File: src/rtl/pong_pkg.sv
// Shared encodings and screen geometry for the pong game controller, renderer and indicators.
package pong_pkg;

    typedef enum logic [1:0] {
        QI      = 2'b00,
        QGAME_1 = 2'b01,
        QGAME_2 = 2'b10,
        QDONE   = 2'b11
    } game_state_t;

    // Positive direction is right on X and down on Y.
    typedef enum logic {
        DIR_POS = 1'b0,
        DIR_NEG = 1'b1
    } dir_t;

    localparam int SCREEN_W = 640;
    localparam int SCREEN_H = 480;
    localparam int CENTRE_X = 320;
    localparam int CENTRE_Y = 240;

    function automatic logic in_window(input logic [9:0] a, input logic [9:0] b,
                                       input logic [9:0] half);
        logic [9:0] diff;
        diff = (a >= b) ? (a - b) : (b - a);
        return diff <= half;
    endfunction

endpackage

File: src/rtl/pong_game_ctrl_if.sv
// Player-input and game-output bundle between the board I/O and the pong game controller.
interface pong_game_ctrl_if;
    import pong_pkg::*;

    logic        tick;
    logic        start;
    logic        p1_up;
    logic        p1_dn;
    logic        p2_up;
    logic        p2_dn;
    logic [9:0]  paddle1_y;
    logic [9:0]  paddle2_y;
    logic [9:0]  ball_x;
    logic [9:0]  ball_y;
    logic [3:0]  p1_score;
    logic [3:0]  p2_score;
    game_state_t state;

    modport master (
        output tick, start, p1_up, p1_dn, p2_up, p2_dn,
        input  paddle1_y, paddle2_y, ball_x, ball_y, p1_score, p2_score, state
    );

    modport slave (
        input  tick, start, p1_up, p1_dn, p2_up, p2_dn,
        output paddle1_y, paddle2_y, ball_x, ball_y, p1_score, p2_score, state
    );

endinterface

File: src/rtl/pong_paddle.sv
// Clamped up/down paddle mover; pressing both or neither button holds position.
module pong_paddle #(
    parameter int PY_MIN = 16,
    parameter int PY_MAX = 464,
    parameter int STEP   = 2,
    parameter int Y_INIT = 240
) (
    input  logic       clk,
    input  logic       reset,
    input  logic       i_en,
    input  logic       i_clear,
    input  logic       i_up,
    input  logic       i_dn,
    output logic [9:0] o_y
);

    localparam logic [9:0] C_MIN  = 10'(PY_MIN);
    localparam logic [9:0] C_MAX  = 10'(PY_MAX);
    localparam logic [9:0] C_STEP = 10'(STEP);
    localparam logic [9:0] C_INIT = 10'(Y_INIT);

    logic [9:0] r_y;

    always_ff @(posedge clk or posedge reset) begin
        if (reset) begin
            r_y <= C_INIT;
        end else if (i_clear) begin
            r_y <= C_INIT;
        end else if (i_en && (i_up != i_dn)) begin
            if (i_up) begin
                r_y <= (r_y <= C_MIN + C_STEP) ? C_MIN : r_y - C_STEP;
            end else begin
                r_y <= (r_y + C_STEP >= C_MAX) ? C_MAX : r_y + C_STEP;
            end
        end
    end

    assign o_y = r_y;

endmodule

File: src/rtl/pong_game_ctrl.sv
// Pong game logic: paddles, ball motion, scoring and game state, advanced on each tick.
// Optional PONG_SPEEDUP_EN: ball step grows by one per paddle hit (max 6), reset on every point.
module pong_game_ctrl
    import pong_pkg::*;
#(
    parameter int PY_MIN      = 16,
    parameter int PY_MAX      = 464,
    parameter int PADDLE_STEP = 2,
    parameter int PADDLE_HALF = 10,
    parameter int P1_X        = 16,
    parameter int P2_X        = 624,
    parameter int BY_MIN      = 8,
    parameter int BY_MAX      = 472,
    parameter int BALL_STEP   = 2,
    parameter int SERVE_TICKS = 32,
    parameter int WIN_SCORE   = 10
) (
    input  logic             clk,
    input  logic             reset,
    pong_game_ctrl_if.slave  bus
);

    localparam int SW = $clog2(SERVE_TICKS + 1);

    localparam logic [9:0]    C_P1_X      = 10'(P1_X);
    localparam logic [9:0]    C_P2_X      = 10'(P2_X);
    localparam logic [9:0]    C_BY_MIN    = 10'(BY_MIN);
    localparam logic [9:0]    C_BY_MAX    = 10'(BY_MAX);
    localparam logic [9:0]    C_HALF      = 10'(PADDLE_HALF);
    localparam logic [9:0]    C_CENTRE_X  = 10'(CENTRE_X);
    localparam logic [9:0]    C_CENTRE_Y  = 10'(CENTRE_Y);
    localparam logic [SW-1:0] C_SERVE     = SW'(SERVE_TICKS);
    localparam logic [3:0]    C_WIN       = 4'(WIN_SCORE);

    game_state_t   r_state;
    logic [9:0]    r_bx;
    logic [9:0]    r_by;
    dir_t          r_dx;
    dir_t          r_dy;
    logic [3:0]    r_p1_score;
    logic [3:0]    r_p2_score;
    logic [SW-1:0] r_serve;

    logic       w_in_game;
    logic       w_pad_en;
    logic       w_pad_clear;
    logic [1:0] w_pad_up;
    logic [1:0] w_pad_dn;
    logic [9:0] w_pad_y [2];
    logic [9:0] w_step;

    logic       w_near_left;
    logic       w_near_right;
    logic       w_win1;
    logic       w_win2;
    logic [9:0] w_bx_next;
    logic [9:0] w_by_next;
    dir_t       w_dx_next;
    dir_t       w_dy_next;
    logic       w_point_p1;
    logic       w_point_p2;

    assign w_in_game   = (r_state == QGAME_1) || (r_state == QGAME_2);
    assign w_pad_en    = bus.tick && w_in_game;
    assign w_pad_clear = bus.tick && (r_state == QDONE) && !bus.start;
    assign w_pad_up    = {bus.p2_up, bus.p1_up};
    assign w_pad_dn    = {bus.p2_dn, bus.p1_dn};

    generate
        for (genvar gi = 0; gi < 2; gi++) begin : g_paddle
            pong_paddle #(
                .PY_MIN (PY_MIN),
                .PY_MAX (PY_MAX),
                .STEP   (PADDLE_STEP),
                .Y_INIT (CENTRE_Y)
            ) u_paddle (
                .clk     (clk),
                .reset   (reset),
                .i_en    (w_pad_en),
                .i_clear (w_pad_clear),
                .i_up    (w_pad_up[gi]),
                .i_dn    (w_pad_dn[gi]),
                .o_y     (w_pad_y[gi])
            );
        end
    endgenerate

`ifdef PONG_SPEEDUP_EN
    logic [2:0] r_speed;
    logic       w_hit;
    assign w_step = {7'd0, r_speed};
    assign w_hit  = (r_serve == '0) &&
                    (((r_dx == DIR_NEG) && w_near_left  && w_win1) ||
                     ((r_dx == DIR_POS) && w_near_right && w_win2));
`else
    assign w_step = 10'(BALL_STEP);
`endif

    // Hit test uses the paddle positions from before this tick's paddle move.
    assign w_near_left  = (r_bx <= C_P1_X + w_step);
    assign w_near_right = (r_bx + w_step >= C_P2_X);
    assign w_win1       = in_window(r_by, w_pad_y[0], C_HALF);
    assign w_win2       = in_window(r_by, w_pad_y[1], C_HALF);

    always_comb begin
        w_by_next  = r_by;
        w_dy_next  = r_dy;
        w_bx_next  = r_bx;
        w_dx_next  = r_dx;
        w_point_p1 = 1'b0;
        w_point_p2 = 1'b0;

        if (r_dy == DIR_POS) begin
            if (r_by + w_step >= C_BY_MAX) begin
                w_by_next = C_BY_MAX;
                w_dy_next = DIR_NEG;
            end else begin
                w_by_next = r_by + w_step;
            end
        end else begin
            if (r_by <= C_BY_MIN + w_step) begin
                w_by_next = C_BY_MIN;
                w_dy_next = DIR_POS;
            end else begin
                w_by_next = r_by - w_step;
            end
        end

        if (r_dx == DIR_NEG) begin
            if (w_near_left) begin
                if (w_win1) begin
                    w_bx_next = C_P1_X;
                    w_dx_next = DIR_POS;
                end else begin
                    w_point_p2 = 1'b1;
                end
            end else begin
                w_bx_next = r_bx - w_step;
            end
        end else begin
            if (w_near_right) begin
                if (w_win2) begin
                    w_bx_next = C_P2_X;
                    w_dx_next = DIR_NEG;
                end else begin
                    w_point_p1 = 1'b1;
                end
            end else begin
                w_bx_next = r_bx + w_step;
            end
        end
    end

    always_ff @(posedge clk or posedge reset) begin
        if (reset) begin
            r_state    <= QI;
            r_bx       <= C_CENTRE_X;
            r_by       <= C_CENTRE_Y;
            r_dx       <= DIR_POS;
            r_dy       <= DIR_POS;
            r_p1_score <= 4'd0;
            r_p2_score <= 4'd0;
            r_serve    <= C_SERVE;
`ifdef PONG_SPEEDUP_EN
            r_speed    <= 3'(BALL_STEP);
`endif
        end else if (bus.tick) begin
            case (r_state)
                QI: begin
                    if (bus.start) begin
                        r_state <= QGAME_1;
                        r_serve <= C_SERVE;
                    end
                end
                QGAME_1, QGAME_2: begin
                    if (r_serve != '0) begin
                        r_serve <= r_serve - 1'b1;
                    end else if (w_point_p1 || w_point_p2) begin
`ifdef PONG_SPEEDUP_EN
                        r_speed <= 3'(BALL_STEP);
`endif
                        if (w_point_p2) r_p2_score <= r_p2_score + 4'd1;
                        else            r_p1_score <= r_p1_score + 4'd1;
                        // Winning point freezes the ball where it stood.
                        if (w_point_p2 ? (r_p2_score + 4'd1 == C_WIN)
                                       : (r_p1_score + 4'd1 == C_WIN)) begin
                            r_state <= QDONE;
                        end else begin
                            r_bx    <= C_CENTRE_X;
                            r_by    <= C_CENTRE_Y;
                            r_dy    <= DIR_POS;
                            r_serve <= C_SERVE;
                            r_state <= w_point_p2 ? QGAME_1 : QGAME_2;
                            r_dx    <= w_point_p2 ? DIR_POS : DIR_NEG;
                        end
                    end else begin
                        r_bx <= w_bx_next;
                        r_by <= w_by_next;
                        r_dx <= w_dx_next;
                        r_dy <= w_dy_next;
`ifdef PONG_SPEEDUP_EN
                        if (w_hit && (r_speed < 3'd6)) r_speed <= r_speed + 3'd1;
`endif
                    end
                end
                QDONE: begin
                    if (!bus.start) begin
                        r_state    <= QI;
                        r_bx       <= C_CENTRE_X;
                        r_by       <= C_CENTRE_Y;
                        r_dx       <= DIR_POS;
                        r_dy       <= DIR_POS;
                        r_p1_score <= 4'd0;
                        r_p2_score <= 4'd0;
                        r_serve    <= C_SERVE;
`ifdef PONG_SPEEDUP_EN
                        r_speed    <= 3'(BALL_STEP);
`endif
                    end
                end
                default: r_state <= QI;
            endcase
        end
    end

    assign bus.paddle1_y = w_pad_y[0];
    assign bus.paddle2_y = w_pad_y[1];
    assign bus.ball_x    = r_bx;
    assign bus.ball_y    = r_by;
    assign bus.p1_score  = r_p1_score;
    assign bus.p2_score  = r_p2_score;
    assign bus.state     = r_state;

endmodule

File: src/flat_wrapper.sv
// flat-port wrapper written by rule: the top's interface ports become plain ports
module pong_game_ctrl_flat import pong_pkg::*;
#(
    parameter int PY_MIN      = 16,
    parameter int PY_MAX      = 464,
    parameter int PADDLE_STEP = 2,
    parameter int PADDLE_HALF = 10,
    parameter int P1_X        = 16,
    parameter int P2_X        = 624,
    parameter int BY_MIN      = 8,
    parameter int BY_MAX      = 472,
    parameter int BALL_STEP   = 2,
    parameter int SERVE_TICKS = 32,
    parameter int WIN_SCORE   = 10
)
  (clk, reset, bus_tick, bus_start, bus_p1_up, bus_p1_dn, bus_p2_up, bus_p2_dn, bus_paddle1_y, bus_paddle2_y, bus_ball_x, bus_ball_y, bus_p1_score, bus_p2_score, bus_state);
  pong_game_ctrl_if bus_i ();
  input  logic clk;
  input  logic reset;
  input wire logic [$bits(bus_i.tick)-1:0] bus_tick;
  input wire logic [$bits(bus_i.start)-1:0] bus_start;
  input wire logic [$bits(bus_i.p1_up)-1:0] bus_p1_up;
  input wire logic [$bits(bus_i.p1_dn)-1:0] bus_p1_dn;
  input wire logic [$bits(bus_i.p2_up)-1:0] bus_p2_up;
  input wire logic [$bits(bus_i.p2_dn)-1:0] bus_p2_dn;
  output wire logic [$bits(bus_i.paddle1_y)-1:0] bus_paddle1_y;
  output wire logic [$bits(bus_i.paddle2_y)-1:0] bus_paddle2_y;
  output wire logic [$bits(bus_i.ball_x)-1:0] bus_ball_x;
  output wire logic [$bits(bus_i.ball_y)-1:0] bus_ball_y;
  output wire logic [$bits(bus_i.p1_score)-1:0] bus_p1_score;
  output wire logic [$bits(bus_i.p2_score)-1:0] bus_p2_score;
  output wire logic [$bits(bus_i.state)-1:0] bus_state;
  assign bus_i.tick = bus_tick;
  assign bus_i.start = bus_start;
  assign bus_i.p1_up = bus_p1_up;
  assign bus_i.p1_dn = bus_p1_dn;
  assign bus_i.p2_up = bus_p2_up;
  assign bus_i.p2_dn = bus_p2_dn;
  assign bus_paddle1_y = bus_i.paddle1_y;
  assign bus_paddle2_y = bus_i.paddle2_y;
  assign bus_ball_x = bus_i.ball_x;
  assign bus_ball_y = bus_i.ball_y;
  assign bus_p1_score = bus_i.p1_score;
  assign bus_p2_score = bus_i.p2_score;
  assign bus_state = bus_i.state;
  pong_game_ctrl #(.PY_MIN(PY_MIN), .PY_MAX(PY_MAX), .PADDLE_STEP(PADDLE_STEP), .PADDLE_HALF(PADDLE_HALF), .P1_X(P1_X), .P2_X(P2_X), .BY_MIN(BY_MIN), .BY_MAX(BY_MAX), .BALL_STEP(BALL_STEP), .SERVE_TICKS(SERVE_TICKS), .WIN_SCORE(WIN_SCORE)) u_core (.clk(clk), .reset(reset), .bus(bus_i));
endmodule
File: config.mk
export PLATFORM = sky130hd
export DESIGN_NAME = pong_game_ctrl_flat
export DESIGN_NICKNAME = d
export VERILOG_FILES = /design/src/rtl/pong_pkg.sv /design/src/rtl/pong_game_ctrl_if.sv /design/src/rtl/pong_paddle.sv /design/src/rtl/pong_game_ctrl.sv /design/src/flat_wrapper.sv
export SDC_FILE = /design/constraint.sdc
export NUM_CORES = 1
export LEC_CHECK = 0
export CORE_UTILIZATION = 50
export CTS_CLUSTER_DIAMETER = 30
export DETAILED_ROUTE_END_ITERATION = 8
export GPL_ROUTABILITY_DRIVEN = 0
export HOLD_SLACK_MARGIN = 0.03
export PLACE_DENSITY = 0.71
export REMOVE_ABC_BUFFERS = 1
export SYNTH_ARGS = -nofsm -noshare
export SYNTH_HDL_FRONTEND = slang
export SYNTH_SLANG_ARGS = --single-unit
File: constraint.sdc
create_clock -name clk -period 10.2 [get_ports clk]
set_input_delay 2.04 -clock clk [delete_from_list [all_inputs] [get_ports clk]]
set_output_delay 2.04 -clock clk [all_outputs]
set_load 0.1 [all_outputs]
==> reports/qor.txt <==
Layout fillers: 1,138
Syn Inst Count: 814
DRT Pass-1 Iters: 6
Top FF cell, synth: dfrtp_1
root buffer cell: clkbuf_16
RSZ-0062 raised after global routing: no
Crit. End Element: flop
Tightest Pin Transition: 1.19 ns
postcts setup bufs: 0
Die X: 113 um
H-tree lvl count: 2
worst setup path category: flop to flop
total global-route track usage: 0.283
clock skew: 0.0101 ns
Distinct cells, synth: 81
Port-buffer cells: 53
Post-synth EDFFs: 0
cell area after synthesis: 6190 um2
relative slew slack: 0.202
row cnt: 40
ratio of cells with drive above 1 in the final layout: 0.0692
Nets: 899
Vias: 6,461
Die Area: 12,800 um2
Final min period: 4.64 ns
die height: 113 um
FMAX: 216 MHz
startpoint types: flop
final worst-path setup slack: 5.56 ns
Max Root-Sink Buffers: 2
Largest stage delay, worst path: 0.67 ns
Fin. Hold Viols: 0
largest net degree at the start of global routing: 55
n_diodes: 0
Total Wirelength: 17.9 mm
Worst-path clk slew: 0.08 ns
Overflow after GRT: 0
crit-path max FO: 22
Initial Util: 0.513
post-cts resize count: 0
CTS Hold Bufs: 0
Seq. cell area: 1370 um2
fin crit share: 0.454
slowest CP cell: dfrtp_1
Synth Warn #: 0
MaxCap Viol Count: 0
final setup TNS: 0 ns
drt via density: 6.42
CORE AREA: 12,100 um2
critical path's top delay family: compound AO/OA/AOI/OAI gates
fraction of registers with async set/reset: 1.00
Final Util: 0.576
Final Setup Violations: 0
register area share after synthesis: 0.221
Place WS: 5.62 ns
CP Data Required Time: 10.45 ns
result of the run: completed
initial detailed-routing violation count: 698
hold_ws: 0.488 ns
Multi-input gate area: 4450 um2
DRT antenna net count: 0
HPWL Detailed: 13.4 mm
drt wl/cell: 17.8 um
Buf+Inv Stages, Crit Path: 1
Layout area overhead: 12.1%
CP Data Arrival Time: 4.89 ns
antenna violations before repair: 0
CTS tree: yes
# DRC: 0
worst-skew pair later-pin latency: 0.31 ns
vias in the first global route: 6,076
CTS Sinks: 54
global-route wire length before repair: 29.4 mm
HP Class: flop to flop
Cell Chain, Critical Path: inv_1, fa_1, nand3b_1, a21oi_2, o31a_1, o211ai_1, a221oi_2, o311ai_2, o31ai_4, o221ai_2, a2111oi_0, a21o_1
total clock buffers created by CTS: 5
Final Slew Violations: 0
Top Ports: 58
Post-Syn Area per Cell: 7.61 um2
Seq cells post-synth: 54
-- layer usage --
| layer | wire (um) | global-route usage | part of all wire | vias to the layer above |
|---|---|---|---|---|
| li1 | - | - | - | 3050 |
| met4 | 595 | 0.140 | 0.033 | 0 |
| met3 | 1200 | 0.0412 | 0.067 | 57 |
| met2 | 8300 | 0.464 | 0.46 | 316 |
| met5 | 0 | 0 | 0 | - |
| met1 | 7790 | 0.364 | 0.44 | 3038 |
-- synth_stat cells, types with 5 or more instances --
cell type / n / area, um2
nor2_1: 75 / 282
nand2_1: 63 / 236
o21ai_0: 55 / 275
a21oi_1: 52 / 260
inv_1: 52 / 195
ha_1: 50 / 626
dfrtp_1: 39 / 976
nor3_1: 37 / 185
clkbuf_1: 34 / 128
nand3_1: 32 / 160
dfstp_2: 15 / 394
a211oi_1: 14 / 105
o22ai_1: 14 / 87.6
nand2b_1: 13 / 81.3
nor2b_1: 13 / 81.3
o211ai_1: 13 / 97.6
o31ai_1: 13 / 97.6
xnor2_1: 13 / 114
a31oi_1: 11 / 68.8
nand4_1: 11 / 68.8
and3_1: 10 / 62.6
xor2_1: 10 / 87.6
a21o_1: 9 / 67.6
or2_2: 8 / 50.1
a221oi_1: 7 / 61.3
a22oi_1: 7 / 52.6
and2_1: 7 / 43.8
a22o_1: 6 / 52.6
buf_2: 6 / 30.0
mux2i_1: 6 / 60.1
nand3b_1: 6 / 45.0
a21boi_0: 5 / 37.5
buf_4: 5 / 37.5
nor3b_1: 5 / 37.5
or4_1: 5 / 37.5
-- state kept, by name, summed over array words and instances (netlist names) --
signal,count
u_core.g_paddle.u_paddle.o_y,18
u_core.bus.ball_x,9
u_core.bus.ball_y,9
u_core.r_serve,6
u_core.bus.p1_score,4
u_core.bus.p2_score,4
u_core.bus.state,2
u_core.r_dx,1
u_core.r_dy,1
-- path summary, 6_finish.rpt --
kind / startpoint / slack (ns) / end / depth (start not counted)
worst max register to register: u_core.bus.ball_y[1] / 5.56 / u_core.bus.ball_x[5] / 12
worst min register to register: u_core.r_serve[5] / 0.49 / u_core.r_serve[5] / 2
min in group asynchronous: reset / 2.26 / u_core.r_serve[1] / 3
max in group asynchronous: reset / 7.44 / u_core.bus.ball_y[2] / 3
worst max-delay path: u_core.bus.ball_y[1] / 5.56 / u_core.bus.ball_x[5] / 12
worst min-delay path: u_core.r_serve[5] / 0.49 / u_core.r_serve[5] / 2
-- per-stage QoR --
stage	std cells	instance area (um2)
2_1_floorplan	775	6020
3_3_place_gp	998	6780
3_5_place_dp	998	6780
4_1_cts	1006	6940
5_1_grt	1006	6940
6_report	1006	6940
-- worst register-to-register path: stages, from the launching register on --
cell,delay [ns]
dfrtp_1,0.67
inv_1,0.30
fa_1,0.51
nand3b_1,0.21
a21oi_2,0.30
o31a_1,0.28
o211ai_1,0.18
a221oi_2,0.34
o311ai_2,0.20
o31ai_4,0.48
o221ai_2,0.49
a2111oi_0,0.50
a21o_1,0.12
-- logic make-up after synthesis --
family | count (synthesis) | share of synthesized area
AND/OR/NAND/NOR | 305 | 0.249
flip-flops | 54 | 0.221
other | 1 | 0.000606
adder cells (fa/ha/maj) | 54 | 0.114
multiplexers | 10 | 0.0170
XOR/XNOR | 23 | 0.0325
buffers and inverters | 99 | 0.0643
AO/OA/AOI/OAI | 268 | 0.302
-- layout by cell type, fill, tap and decap left out, drive strengths merged, types with 7 or more instances in the layout --
master / synthesis / final
nand2: 63 / 63
o21ai: 59 / 59
inv: 52 / 53
dfrtp: 39 / 39
or2: 8 / 8
nor3: 38 / 38
nor2b: 13 / 13
nand3b: 7 / 7
o31ai: 15 / 15
a22oi: 7 / 7
conb: 1 / 8
a211oi: 16 / 16
xnor2: 13 / 13
nand4: 11 / 11
xor2: 10 / 10
and3: 10 / 10
ha: 50 / 50
and2: 7 / 7
a31oi: 11 / 11
a221oi: 8 / 8
nand3: 32 / 32
nand2b: 13 / 13
o211ai: 13 / 13
a21oi: 54 / 54
nor2: 75 / 75
dfstp: 15 / 15
a21o: 9 / 9
clkdlybuf4s50: 0 / 53
o22ai: 14 / 14
-- final cells by class --
| cell class | count | share of cell area |
|---|---|---|
| multi-input cells | 668 | 0.641 |
| flip-flops and latches | 54 | 0.197 |
| repair buffers | 55 | 0.0786 |
| well taps | 168 | 0.0303 |
| inverters | 53 | 0.0286 |
| clock buffers | 5 | 0.0180 |
| clock inverters | 3 | 0.00631 |
Power is left out: the tool's default activity adds up to more than one toggle a clock period on the data nets, which glitch-free logic cannot reach.
